===== src/rtl/core_pkg.sv =====
// Shared core-wide types and constants used by the fetch front end and pipeline registers.
package core_pkg;

   localparam int CORE_XLEN = 32;

   // Bubble the IF/ID register inserts when the front end is flushed
   localparam logic [31:0] INST_NOP = 32'h0000_0013;

   typedef struct packed {
      logic [CORE_XLEN-1:0] pc;
      logic [31:0]          inst;
      logic                 filled;
   } fq_entry_t;

endpackage


===== src/rtl/fetch_queue.sv =====
// In-order instruction prefetch queue: issues sequential fetches, buffers responses for decode,
// and on a redirect flushes every entry while discarding responses still in flight.
module fetch_queue
   import core_pkg::*;
#(
   parameter int               XLEN     = 32,
   parameter int               DEPTH    = 4,
   parameter int               MAX_OUT  = 2,
   parameter logic [XLEN-1:0]  RESET_PC = '0
) (
   input  logic                       clk,
   input  logic                       rst,
   input  logic                       redirect,
   input  logic [XLEN-1:0]            redirect_pc,
   output logic                       imem_req,
   output logic [XLEN-1:0]            imem_addr,
   input  logic                       imem_gnt,
   input  logic                       imem_rvalid,
   input  logic [31:0]                imem_rdata,
   output logic                       dec_valid,
   output logic [XLEN-1:0]            dec_pc,
   output logic [31:0]                dec_inst,
   input  logic                       dec_ready,
   output logic [$clog2(DEPTH+1)-1:0] count
);

   localparam int PTR_W = $clog2(DEPTH);
   localparam int CNT_W = $clog2(DEPTH+1);
   localparam int OUT_W = CNT_W + 1;

   fq_entry_t          entries [DEPTH];
   logic [XLEN-1:0]    fetch_pc;
   logic [PTR_W-1:0]   alloc_ptr;
   logic [PTR_W-1:0]   fill_ptr;
   logic [PTR_W-1:0]   head_ptr;
   logic [CNT_W-1:0]   occ;
   logic [CNT_W-1:0]   pend;
   logic [CNT_W-1:0]   drop_cnt;
   logic [OUT_W-1:0]   outstanding;
   logic [OUT_W-1:0]   redirect_drop;
   logic               accept;
   logic               fill_en;
   logic               drop_en;
   logic               pop;

   // Requests still owed a response, counting those that will be thrown away
   assign outstanding   = OUT_W'(pend) + OUT_W'(drop_cnt);
   assign redirect_drop = outstanding - OUT_W'(imem_rvalid && (outstanding != '0));

   assign imem_req  = rst && !redirect && (occ < CNT_W'(DEPTH)) && (outstanding < OUT_W'(MAX_OUT));
   assign imem_addr = fetch_pc;
   assign accept    = imem_req && imem_gnt;
   assign drop_en   = imem_rvalid && (drop_cnt != '0);
   assign fill_en   = imem_rvalid && (drop_cnt == '0) && (pend != '0);

   assign dec_valid = entries[head_ptr].filled;
   assign dec_pc    = entries[head_ptr].pc;
   assign dec_inst  = entries[head_ptr].inst;
   assign count     = occ;
   assign pop       = dec_valid && dec_ready && !redirect;

   // Accept, fill and pop never touch the same slot in one cycle, so all three may update together
   always_ff @(posedge clk or negedge rst) begin
      if (!rst) begin
         for (int i = 0; i < DEPTH; i++) begin
            entries[i] <= '0;
         end
         fetch_pc  <= RESET_PC;
         alloc_ptr <= '0;
         fill_ptr  <= '0;
         head_ptr  <= '0;
         occ       <= '0;
         pend      <= '0;
         drop_cnt  <= '0;
      end else if (redirect) begin
         for (int i = 0; i < DEPTH; i++) begin
            entries[i] <= '0;
         end
         fetch_pc  <= redirect_pc & ~XLEN'(3);
         alloc_ptr <= '0;
         fill_ptr  <= '0;
         head_ptr  <= '0;
         occ       <= '0;
         pend      <= '0;
         drop_cnt  <= CNT_W'(redirect_drop);
      end else begin
         if (accept) begin
            entries[alloc_ptr] <= '{pc: fetch_pc, inst: '0, filled: 1'b0};
            alloc_ptr          <= alloc_ptr + PTR_W'(1);
            fetch_pc           <= fetch_pc + XLEN'(4);
         end
         if (fill_en) begin
            entries[fill_ptr].inst   <= imem_rdata;
            entries[fill_ptr].filled <= 1'b1;
            fill_ptr                 <= fill_ptr + PTR_W'(1);
         end
         if (pop) begin
            entries[head_ptr].filled <= 1'b0;
            head_ptr                 <= head_ptr + PTR_W'(1);
         end
         if (drop_en) begin
            drop_cnt <= drop_cnt - CNT_W'(1);
         end
         occ  <= occ + CNT_W'(accept) - CNT_W'(pop);
         pend <= pend + CNT_W'(accept) - CNT_W'(fill_en);
      end
   end

endmodule


===== config.mk =====
export PLATFORM = sky130hd
export DESIGN_NAME = fetch_queue
export DESIGN_NICKNAME = d
export VERILOG_FILES = /design/src/rtl/core_pkg.sv /design/src/rtl/fetch_queue.sv
export SDC_FILE = /design/constraint.sdc
export NUM_CORES = 1
export LEC_CHECK = 0
export CORE_ASPECT_RATIO = 1.5
export CORE_MARGIN = 4
export CORE_UTILIZATION = 55
export DETAILED_ROUTE_END_ITERATION = 8
export HOLD_SLACK_MARGIN = 0.05
export PLACE_DENSITY = 0.86
export SLEW_MARGIN = 20
export SYNTH_ARGS = -nofsm -noshare
export SYNTH_HDL_FRONTEND = slang
export SYNTH_SLANG_ARGS = --single-unit

===== constraint.sdc =====
create_clock -name clk -period 7.8 [get_ports clk]
set_clock_uncertainty 0.05 [all_clocks]
set_input_delay 1.56 -clock clk [delete_from_list [all_inputs] [get_ports clk]]
set_output_delay 1.56 -clock clk [all_outputs]
set_load 0.05 [all_outputs]

==> impl_metrics.yaml <==
floorplanning:
  die_area_mm2: 0.02939
  floorplan.io_pins: 171
  fp.dieW_um: 141.3
  floorplan.initialDensity_pct: 56.32
  die-height_um: 208.0
  row_count: 72
  floorplan.core_area_mm2: 0.02604
pwr:
  power_density_mw_per_mm2: 200.4
  vdd.ir_drop.worst_uv: 183.2
  power_leakage_nw: 6.909
  totalPowerFinal_mw: 3.477
synthesis:
  synthCells: 1530
  avgSynthCellArea_um2: 9.584
  netlist-cell-type-count: 49
  synth_edf_count: 0
  yosysSeqAreaShare_pct: 51.37
  cell_area_after_synthesis_mm2: 0.01466
  yosys_register_bits: 301
  multiplexer_fraction_of_the_synthesized_cell_area_pct: 9.967
  post-synth-top-area-cell: "dfrtp_1"
  synth.area.top_cells: "dfrtp_1 (51%), nand2_1 (10%), mux4_2 (9.8%)"
  synth-simple-area-share_pct: 19.02
  dominant_combinational_cell_family_by_area_after_synthesis: "simple AND/OR/NAND/NOR gates"
  synth_adder_area_share_pct: 2.458
  xor_xnor_portion_of_the_synthesized_cell_area_pct: 1.493
  synth_top_area_share_pct: 51.37
  synth.yosys.warnings: 0
  ys_async_sr_fraction_pct: 100.0
  compound_cell_area_share_of_the_yosys_netlist_pct: 11.21
  dominantRegCellSynth: "dfrtp_1"
timing:
  final.hold.worst_slack_ps: 465.2
  worst_slew_pin_slew_ps: 1127
  final_setup_violation_count: 0
  setup-tns-final_ps: 0
  worst_slew_margin_rel_pct: 24.84
  final_hold_viol_count: 0
  clock.fmax_mhz: 175.6
  final.period_utilization_pct: 72.99
  period_minus_slack_ps: 5693
  final_max_slew_viol_count: 0
  grt_setup_unrepaired: "no"
  final.setup.worst_slack_ps: 2107
layout:
  area_delta_synth_final_pct: 18.33
  commonest_non_fill_non_tap_cell_in_the_layout: "nand2_1"
  num_antenna_cells: 0
  mostFrequentLayoutCells: "nand2_1 (404), dfrtp_1 (299), a21oi_1 (256)"
  net_count_of_the_finished_layout: 1704
  layout-drive-gt1-share_pct: 9.158
  fin_cells: 1960
  final_area_mm2: 0.01735
  fin_util_pct: 66.64
critical_path:
  kind_of_end_point_of_the_critical_path: "output pin"
  crit_start: "rst"
  crit_path_cell_trace: "buf_8, or3b_4, a2111oi_4, buf_4, clkdlybuf4s50_1"
  sort_of_element_at_the_start_of_the_critical_path: "primary input"
  worst-path-max-fanout: 81
  cp_slowest_stage_delay_ps: 870
  cp.required_ps: 6190
  highest_delay_cell_along_the_critical_path: "clkdlybuf4s50_1"
  critical_path_class: "in2out"
  crit_arrival_ps: 4080
  reg2reg_from: "pend[0]$_DFF_PN0_"
route:
  detailedRoute.firstPassIterationCount: 5
  postRouteAntennaNets: 0
  average_wire_per_cell_in_the_routed_design_um: 20.62
  remaining_drc_errors: 0
  detail_route.wirelength_mm: 40.42
  drt-vias-per-instance: 6.257
  num_vias: 12260
  drt_iter0_markers: 1170
global_routing:
  via_count_of_the_first_global_routing_pass: 12690
  global_route.overflow_total: 0
  grtUsageTotal_pct: 27.36
  antenna_found_initial: 0
  grt_start_max_net_pins: 168
  first_pass_grt_wire_length_mm: 65.37
clocking:
  cts_max_path_buffers: 3
  cts-root-buf: "clkbuf_16"
  tritoncts: "done"
  htreeDepth: 1
  clock_latency_ps: 540
  cts_resized: 0
  clk_pin_slew_worst_paths_ps: 70
  cts-buffers-inserted: 28
  cts-hold-fix-buffers: 0
  postcts_setup_bufs: 0
  cts.sinks: 301
job:
  max_cap_viol_count: 0
place:
  finalWeightedCongestion: 0.7785
  placed_cells: 1910
  post_place_setup_slack_ps: 2108
  detailed_place.area_mm2: 0.01637
  numPortBuffers: 166
  dp.final_hpwl_mm: 24.02
worst_hold_path:
  timing.hold.worst.class: "reg2reg"
  holdCritStartpoint: "entries[164]$_DFFE_PN0P_"
outcome:
  run_status: "finished, final reports clean"
==> Yosys cell counts, types with 4 or more instances <==
library cell  instances
inv_1                21
nand3_2               6
xnor2_1              10
ha_1                 24
o31ai_1               4
and3_1               13
buf_1                21
nand3_1             139
or4_1                 6
nand2_1             404
o21ai_0              15
mux4_2               64
nor2_1               27
clkbuf_1            109
buf_2                 6
a31oi_1               5
a21oi_1             256
buf_4                 4
nor3_1                7
nand4_1              14
xor2_1               15
a211oi_1              6
dfrtp_1             301
and2_1                7
==> sequential cells by signal, indices dropped and copies added (netlist names) <==
name and flops:
entries 256, head_ptr 2, count 3, alloc_ptr 2
drop_cnt 3, imem_addr 30, fill_ptr 2, pend 3
==> routing by layer <==
layer | up-vias | part of all wire (%) | track usage [%]
met5 | - | 0 | 0
met4 | 0 | 3.5 | 11.40
met3 | 103 | 8.3 | 4.319
met2 | 633 | 52 | 47.36
met1 | 6126 | 36 | 34.07
li1 | 5402 | - | -
==> path summary, 6_finish.rpt <==
check,to,slack (ps),cells after the start
hold reg to reg,entries[164]$_DFFE_PN0P_,470,1
hold / removal,entries[164]$_DFFE_PN0P_,470,1
min in group asynchronous,entries[171]$_DFFE_PN0P_,920,1
setup reg to reg,entries[195]$_DFF_PN0_,3970,9
setup / recovery,imem_req,2110,5
max in group asynchronous,entries[80]$_DFF_PN0_,5390,2
==> where the power goes <==
part | leakage [nW] | internal [mW] | switching (mW)
Combinational | 2.30 | 0.139 | 0.259
Sequential | 4.13 | 1.59 | 0.0564
Clock | 0.478 | 0.843 | 0.588
==> area by class of cell <==
cell class | instances | area, um2
Clock buffer | 39 | 833.3
Clock inverter | 11 | 138.9
Fill cell | 1972 | 8685
Inverter | 22 | 82.58
Multi-Input combinational cell | 1066 | 6487
Sequential cell | 301 | 7540
Tap cell | 333 | 416.7
Timing Repair Buffer | 188 | 1852
==> cell families (layout without fill, tap and decap cells) <==
group / count (synthesis) / in the layout
simple gates: 640 / 640
compound gates: 306 / 306
flops: 301 / 301
buf+inv: 164 / 260
mux: 66 / 66
fa+ha+maj: 27 / 27
xor+xnor: 25 / 25
other cells: 1 / 2
==> critical path, delay by kind of cell <==
kind / cells / cell delay, ps
AO/OA/AOI/OAI: 1 / 320
buffers and inverters: 3 / 1660
AND/OR/NAND/NOR: 1 / 470
(Power assumes the default switching activity.)
